==> src/rtl/fetch_ctrl_pkg.sv <==
// ----------------------------------------------------------------------------
// fetch_ctrl_pkg
//   Shared definitions for the instruction fetch controller: datapath width,
//   PC increment, redirect alignment mask, FSM state encodings and the
//   next-sequential-PC helper.
//   Optional feature macro: FETCH_CTRL_MISALIGN_TRAP_EN (adds S_FAULT).
// ----------------------------------------------------------------------------
package fetch_ctrl_pkg;

   localparam int unsigned REG_WIDTH = 32;

   localparam logic [REG_WIDTH-1:0] PC_STEP    = REG_WIDTH'(4);
   localparam logic [REG_WIDTH-1:0] ALIGN_MASK = {{(REG_WIDTH-2){1'b1}}, 2'b00};

   typedef enum logic [2:0] {
      S_IDLE  = 3'd0,
      S_REQ   = 3'd1,
      S_DROP  = 3'd2,
      S_HOLD  = 3'd3
`ifdef FETCH_CTRL_MISALIGN_TRAP_EN
      ,
      S_FAULT = 3'd4
`endif
   } fetch_state_e;

   // Sequential successor; wraps silently at the top of the address space.
   function automatic logic [REG_WIDTH-1:0] pc_next(input logic [REG_WIDTH-1:0] pc);
      return pc + PC_STEP;
   endfunction

endpackage

==> src/rtl/fetch_ctrl.sv <==
// ----------------------------------------------------------------------------
// fetch_ctrl
//   Single-outstanding-request instruction fetch controller. Issues one read
//   at a time to instruction memory, holds the returned word for the
//   consumer, and follows branch/jump redirects (redirect has priority over
//   every other event). All outputs are registered.
//
//   Ports
//     clk              single clock, rising edge
//     rst_n            synchronous active-low reset
//     stall            consumer not accepting the held instruction
//     redirect_valid   one-cycle taken branch/jump pulse
//     redirect_target  new fetch address
//     imem_req/addr    memory read request / address (stable until ack)
//     imem_ack/rdata   memory read complete / fetched word
//     inst_valid       inst and inst_pc are valid
//     inst / inst_pc   held instruction and its address
//     fetch_fault      misaligned redirect trapped (0 unless trap enabled)
//
//   Optional feature macro: FETCH_CTRL_MISALIGN_TRAP_EN
//     defined   : misaligned redirect target enters S_FAULT, no requests
//                 until reset or an aligned redirect
//     undefined : redirect_target[1:0] forced to 2'b00, fetch_fault tied 0
// ----------------------------------------------------------------------------
module fetch_ctrl
   import fetch_ctrl_pkg::*;
#(
   parameter logic [REG_WIDTH-1:0] RESET_PC = 32'h0000_0000
) (
   input  logic                 clk,
   input  logic                 rst_n,
   input  logic                 stall,
   input  logic                 redirect_valid,
   input  logic [REG_WIDTH-1:0] redirect_target,
   output logic                 imem_req,
   output logic [REG_WIDTH-1:0] imem_addr,
   input  logic                 imem_ack,
   input  logic [REG_WIDTH-1:0] imem_rdata,
   output logic                 inst_valid,
   output logic [REG_WIDTH-1:0] inst,
   output logic [REG_WIDTH-1:0] inst_pc,
   output logic                 fetch_fault
);

   fetch_state_e         state_q, state_d;
   logic [REG_WIDTH-1:0] pc_q, pc_d;
   logic                 req_q, req_d;
   logic [REG_WIDTH-1:0] addr_q, addr_d;
   logic                 valid_q, valid_d;
   logic [REG_WIDTH-1:0] inst_q, inst_d;
   logic [REG_WIDTH-1:0] inst_pc_q, inst_pc_d;

   logic [REG_WIDTH-1:0] tgt;
   logic                 go_req;
   logic [REG_WIDTH-1:0] go_addr;

`ifdef FETCH_CTRL_MISALIGN_TRAP_EN
   logic fault_q, fault_d;
   // Raw target is kept so the alignment check can see the low bits.
   assign tgt = redirect_target;
`else
   assign tgt = redirect_target & ALIGN_MASK;
`endif

   always_comb begin
      state_d   = state_q;
      pc_d      = pc_q;
      req_d     = req_q;
      addr_d    = addr_q;
      valid_d   = valid_q;
      inst_d    = inst_q;
      inst_pc_d = inst_pc_q;
      go_req    = 1'b0;
      go_addr   = pc_q;
`ifdef FETCH_CTRL_MISALIGN_TRAP_EN
      fault_d   = fault_q;
`endif

      case (state_q)
         S_IDLE: begin
            go_req  = 1'b1;
            go_addr = redirect_valid ? tgt : pc_q;
         end

         S_REQ: begin
            if (redirect_valid) begin
               valid_d = 1'b0;
               pc_d    = tgt;
               if (imem_ack) begin
                  go_req  = 1'b1;
                  go_addr = tgt;
               end else begin
                  // Request must complete on the bus; its data is discarded.
                  state_d = S_DROP;
               end
            end else if (imem_ack) begin
               inst_d    = imem_rdata;
               inst_pc_d = pc_q;
               pc_d      = pc_next(pc_q);
               valid_d   = 1'b1;
               req_d     = 1'b0;
               state_d   = S_HOLD;
            end
         end

         S_DROP: begin
            if (redirect_valid) begin
               pc_d = tgt;
            end
            if (imem_ack) begin
               go_req  = 1'b1;
               go_addr = redirect_valid ? tgt : pc_q;
            end
         end

         S_HOLD: begin
            if (redirect_valid) begin
               valid_d = 1'b0;
               go_req  = 1'b1;
               go_addr = tgt;
            end else if (!stall) begin
               valid_d = 1'b0;
               go_req  = 1'b1;
               go_addr = pc_q;
            end
         end

`ifdef FETCH_CTRL_MISALIGN_TRAP_EN
         S_FAULT: begin
            if (redirect_valid) begin
               go_req  = 1'b1;
               go_addr = tgt;
            end
         end
`endif

         default: begin
            state_d = S_IDLE;
         end
      endcase

      // Common entry into a new fetch; a misaligned address diverts to fault.
      if (go_req) begin
         pc_d = go_addr;
`ifdef FETCH_CTRL_MISALIGN_TRAP_EN
         if (go_addr[1:0] != 2'b00) begin
            state_d = S_FAULT;
            req_d   = 1'b0;
            fault_d = 1'b1;
         end else begin
            state_d = S_REQ;
            req_d   = 1'b1;
            addr_d  = go_addr;
            fault_d = 1'b0;
         end
`else
         state_d = S_REQ;
         req_d   = 1'b1;
         addr_d  = go_addr;
`endif
      end
   end

   always_ff @(posedge clk) begin
      if (!rst_n) begin
         state_q   <= S_IDLE;
         pc_q      <= RESET_PC;
         req_q     <= 1'b0;
         addr_q    <= '0;
         valid_q   <= 1'b0;
         inst_q    <= '0;
         inst_pc_q <= '0;
`ifdef FETCH_CTRL_MISALIGN_TRAP_EN
         fault_q   <= 1'b0;
`endif
      end else begin
         state_q   <= state_d;
         pc_q      <= pc_d;
         req_q     <= req_d;
         addr_q    <= addr_d;
         valid_q   <= valid_d;
         inst_q    <= inst_d;
         inst_pc_q <= inst_pc_d;
`ifdef FETCH_CTRL_MISALIGN_TRAP_EN
         fault_q   <= fault_d;
`endif
      end
   end

   assign imem_req   = req_q;
   assign imem_addr  = addr_q;
   assign inst_valid = valid_q;
   assign inst       = inst_q;
   assign inst_pc    = inst_pc_q;
`ifdef FETCH_CTRL_MISALIGN_TRAP_EN
   assign fetch_fault = fault_q;
`else
   assign fetch_fault = 1'b0;
`endif

endmodule

==> config.mk <==
export PLATFORM = sky130hd
export DESIGN_NAME = fetch_ctrl
export DESIGN_NICKNAME = d
export VERILOG_FILES = /design/src/rtl/fetch_ctrl_pkg.sv /design/src/rtl/fetch_ctrl.sv
export SDC_FILE = /design/constraint.sdc
export NUM_CORES = 1
export LEC_CHECK = 0
export CORE_AREA = 3 3 123 125
export DETAILED_ROUTE_END_ITERATION = 7
export DIE_AREA = 0 0 126 128
export PLACE_DENSITY = 0.72
export REMOVE_ABC_BUFFERS = 1
export SLEW_MARGIN = 30
export SYNTH_ARGS = -nofsm -noshare
export SYNTH_HDL_FRONTEND = slang
export SYNTH_SLANG_ARGS = --single-unit
export TNS_END_PERCENT = 30
==> constraint.sdc <==
create_clock -name clk -period 2.5 [get_ports clk]
set_clock_uncertainty 0.15 [all_clocks]
set_input_delay 0.375 -clock clk [delete_from_list [all_inputs] [get_ports clk]]
set_output_delay 0.375 -clock clk [all_outputs]
set_load 0.05 [all_outputs]
Word level (Yosys, flattened, before mapping)
Index checks and enable logic that the tools add are counted.

storage, ports and cells
  logic and storage cells = 64
  bits of input ports = 69
  output and inout bits = 99
  bits in registers = 133

operators by class
  reduce and logical (&&, ||, !) cells = 14
  add/subtract/negate cells = 1
  equal/unequal tests = 10
  multiplexer cells = 28
  bitwise gates (word level) = 3

operator list
  cell                                                 count
  two-way mux 32 bit                                   7
  one-hot mux 32 bit (3 select lines)                  1
  one-hot mux 32 bit (2 select lines)                  1
  adder 32 x 3 -> 32 bit, second input constant        1
  AND reduction 3 bit                                  5
  two-way mux 1 bit                                    13
  two-way mux 3 bit                                    3
  != test 3 bit, second input constant                 3
  != test 4 bit, second input constant                 2
  equality test 3 x 2 -> 1 bit, second input constant  2
  one-hot mux 3 bit (2 select lines)                   1
  nonzero test 2 bit                                   3
  != test 2 x 1 -> 1 bit, second input constant        2
  one-hot mux 1 bit (4 select lines)                   1
  OR reduction 2 bit                                   2
  equality test 3 x 1 -> 1 bit, second input constant  1
  logical NOT 3 bit                                    1
  NOT 1 bit                                            3
  nonzero test 3 bit                                   1
  OR reduction 3 bit                                   1
  one-hot mux 1 bit (2 select lines)                   1
  AND reduction 2 bit                                  1

Logic depth before layout (Yosys ltp)
  word-level depth = 5
  depth in mapped cells = 10
  mapped depth without buffers = 7

Worst setup path before layout
No wires, ideal clock.

  kind = flip-flop to flip-flop
  from = reg state_q[0]
  to = reg pc_q[22]
  slack = 0.029 ns
  cell stages (with the launch flop) = 9
  buffers on the path = 1
  arrival = 2.182 ns
  library setup time = 0.139 ns
  path through = dfxtp_1 > inv_1 > ha_1 > nand2b_1 > or4_1 > clkbuf_1 > o31a_1 > o31ai_1 > o211ai_1

on the way
  cells in the longest elaborated chain, start to end = 4

ends and longest elaborated chain
  what                                                                      RTL line           RTL
  from (decl)                                                               fetch_ctrl.sv:45   fetch_state_e state_q, state_d;
  from (signal assigned)                                                    fetch_ctrl.sv:177  state_q <= state_d;
  equality test 3 x 2 -> 1 bit, or another cell as far along                fetch_ctrl.sv:79   case (state_q)
  one-hot mux 1 bit (4 select lines) or OR reduction 2 bit (tied branches)  -
  != test 4 bit (no line), or another cell as far along                     -
  AND reduction 2 bit (no line) or two-way mux 32 bit (tied branches)       -
  to (signal assigned)                                                      fetch_ctrl.sv:178  pc_q <= pc_d;
  to (decl)                                                                 fetch_ctrl.sv:46   logic [REG_WIDTH-1:0] pc_q, pc_d;

Parallel ways exist; a longest one is shown, timed or not.
A chain may end at the register's enable or synchronous reset.

Final worst setup path
  from = reg state_q[1]
  to = reg pc_q[14]

Same word-level chain as after synthesis.

==> summary.md <==
| Metric | Value |
|---|---|
| Synth-to-Final Area Change | `47.01%` |
| Hold_ws | `300.6 ps` |
| All-Layer GR Usage | `0.2440` |
| CTS buffer count | `17` |
| Wire length per cell | `16.49 um` |
| Via count | `6595` |
| GRT overflow | `0` |
| Worst setup SP type | `register` |
| Worst reg2reg setup slack | `150 ps` |
| Top post-synthesis cells by count | `154 x nand2_1, 132 x dfxtp_1, 101 x a21oi_1, 68 x nor2_1, 63 x clkbuf_1` |
| Max Slew Vio Count | `0` |
| Share of post-route cells with drive strength above 1 | `0.1289` |
| CTS Sinks | `132` |
| Register bit total from synthesis | `132` |
| Top_reg_cell synth | `dfxtp_1` |
| DR vias/cell | `5.584` |
| Peak supply drop | `0.5541 mV` |
| Highest Clock Rate | `426.1 MHz` |
| Skew-Pair Late Insertion Delay | `420 ps` |
| Max transition margin | `0.6418` |
| Most frequent cell after synthesis | `nand2_1` |
| Power per Cell Area | `1176 mW/mm2` |
| Final core occ | `0.6534` |
| Hold Fails Final Rpt | `0` |
| Starting DRT DRC Count | `535` |
| Full die area | `0.01613 mm2` |
| Routability cong. | `0.8982` |
| H-tree depth | `4` |
| Layout Nets | `1064` |
| Detailed Place HPWL | `13.55 mm` |
| Worst-path maximum fanout | `13` |
| Std-Cell Rows | `43` |
| Area share of the largest cell type after synthesis | `0.4250` |
| Initial core utilization | `0.4445` |
| RSZ-0062 raised after global routing | `false` |
| Core footprint | `0.01399 mm2` |
| Final WL | `19.48 mm` |
| CTS max path bufs | `2` |
| Mapped cell area | `0.006217 mm2` |
| Antenna diodes | `0` |
| Hold Crit Start | `inst[20]` |
| Die Y | `128 um` |
| Max-cap viol count | `0` |
| Synthesis Warnings | `0` |
| CP arrival | `2510 ps` |
| RR Startpoint | `state_q[1]` |
| Setup CP Type | `reg -> reg` |
| Largest cells by area after synthesis | `dfxtp_1 43%, nand2_1 9.3%, a21oi_1 8.1%` |
| Setup Viol. Count Final | `0` |
| Post-DRT Antenna Nets | `0` |
| Static leakage | `3.288 nW` |
| Layout Cells excl Fill | `1181` |
| Root Buffer | `clkbuf_16` |
| Sequential share of the synthesized area | `0.4250` |
| Hold Crit Class | `reg -> reg` |
| Post-Synthesis Cells | `801` |
| Unique masters post-synth | `63` |
| Post-synth EDFFs | `0` |
| Period minus WS final | `2347 ps` |
| Global-route wire length before repair | `32.13 mm` |
| Avg Synthesized Cell Area | `7.762 um2` |
| DRC viols | `0` |
| Worst reg2reg path depth | `8` |
| Worst Hold End | `inst[20]` |
| Slew @ Worst Pin | `535.6 ps` |
| WP data required | `2660 ps` |
| Largest net degree at the start of global routing | `65` |
| Reg clk slew, reported paths | `60 ps` |
| Aggregate negative setup slack | `0 ps` |
| CTS tree | `done` |
| CP endpoint kind | `register` |
| Worst hold stages | `2` |
| Initial antenna violation count | `0` |
| # placed instances | `1148` |
| Crit. Startpoint | `state_q[1]` |
| Final Cycle Share | `0.9388` |
| Largest area contributor in the netlist | `dfxtp_1` |
| I/O Pins | `168` |
| IO Port Bufs | `164` |
| Vias in the first global route | `6328` |
| Reg-to-Reg End | `pc_q[14]` |
| Die W | `126 um` |
| Status | `finished, final reports clean` |
| FFs w/ async S/R, synth | `0` |
| DRT Pass-1 Iters | `5` |
layer usage:
layer / GRT usage / vias to the layer above / part of all wire
met5: 0 / - / 0
met4: 0.07445 / 0 / 0.012
met3: 0.05083 / 17 / 0.069
met2: 0.3897 / 228 / 0.47
met1: 0.3338 / 3103 / 0.45
li1: - / 3247 / -
cell families after synthesis:
group | Yosys count | share of synthesized area
buffers and inverters | 82 | 0.05172
DFF | 132 | 0.4250
other | 1 | 0.0006032
AOI/OAI and AO/OA | 242 | 0.2500
xor gates and xnor gates | 6 | 0.008452
adders and majority gates | 7 | 0.01409
and+or+nand+nor | 328 | 0.2451
muxes | 3 | 0.005031
through the flow:
step           setup slack (ps)  total power, mW  instance area, um2
6_report                  153.1            10.75                9140
5_1_grt                   4.627            11.38                9140
4_1_cts                   113.0            10.73                9116
3_5_place_dp              27.76            7.998                8473
3_3_place_gp              19.46            7.943                8473
2_1_floorplan             -1039            5.826                5929
registers in the layout, summed over array words and instances, names as in the netlist:
name,flops
pc_q,32
state_q,2
inst_valid,1
inst_pc,32
imem_addr,32
inst,32
imem_req,1
worst max-delay path by stage:
stage	slack, ps	depth (start not counted)	to
2_1_floorplan	-1040	7	pc_q[24]
3_3_place_gp	20	7	pc_q[24]
3_5_place_dp	30	7	pc_q[24]
4_1_cts	110	7	pc_q[22]
5_1_grt	5	9	pc_q[19]
6_report	150	8	pc_q[14]
worst max-delay path, stage by stage, from the launching register on:
cell     delay (ps)
dfxtp_1         410
ha_1            210
buf_4           200
nor4_1           70
buf_4           150
buf_12          130
or3_1           390
and3_1          200
a221o_1         340
cells in the final DEF, fill, tap and decap left out, drive strengths merged, types with 5 or more instances in the layout:
cell type,n
o22ai,11
clkdlybuf4s50,163
nor2,68
a21oi,101
nand4,13
a221oi,7
a211oi,8
or4,6
o211ai,8
inv,10
nor4b,5
a41oi,6
dfxtp,132
clkinvlp,5
nor3,12
clkbuf,20
a22o,15
o31ai,9
and3,8
nand2b,6
o21ai,25
nand3,22
o21a,6
nor4,13
ha,7
buf,78
nand2,154
a31oi,11
a22oi,9
layout make-up:
| cell class | instances | area, um2 |
|---|---|---|
| clock inverters | 12 | 176.4 |
| flip-flops and latches | 132 | 2643 |
| inverters | 9 | 33.78 |
| well taps | 180 | 225.2 |
| multi-input cells | 587 | 3293 |
| repair buffers | 241 | 2302 |
| clock buffers | 20 | 466.7 |
| fillers | 1218 | 4848 |
report_power, final:
part           leakage, nW  internal [mW]  total (mW)  switching (mW)
sequential            1.08           2.56        2.97           0.413
clock                0.301           1.75        2.69           0.942
combinational         1.91           2.05        5.09            3.04
repair_timing:
item,4_1_cts,5_1_grt
gates resized for setup,0,3
endpoints found under the setup margin,0,7
buffers inserted,0,1
hold buffers,0,0
Note: power is estimated with default switching activity, not from simulation.
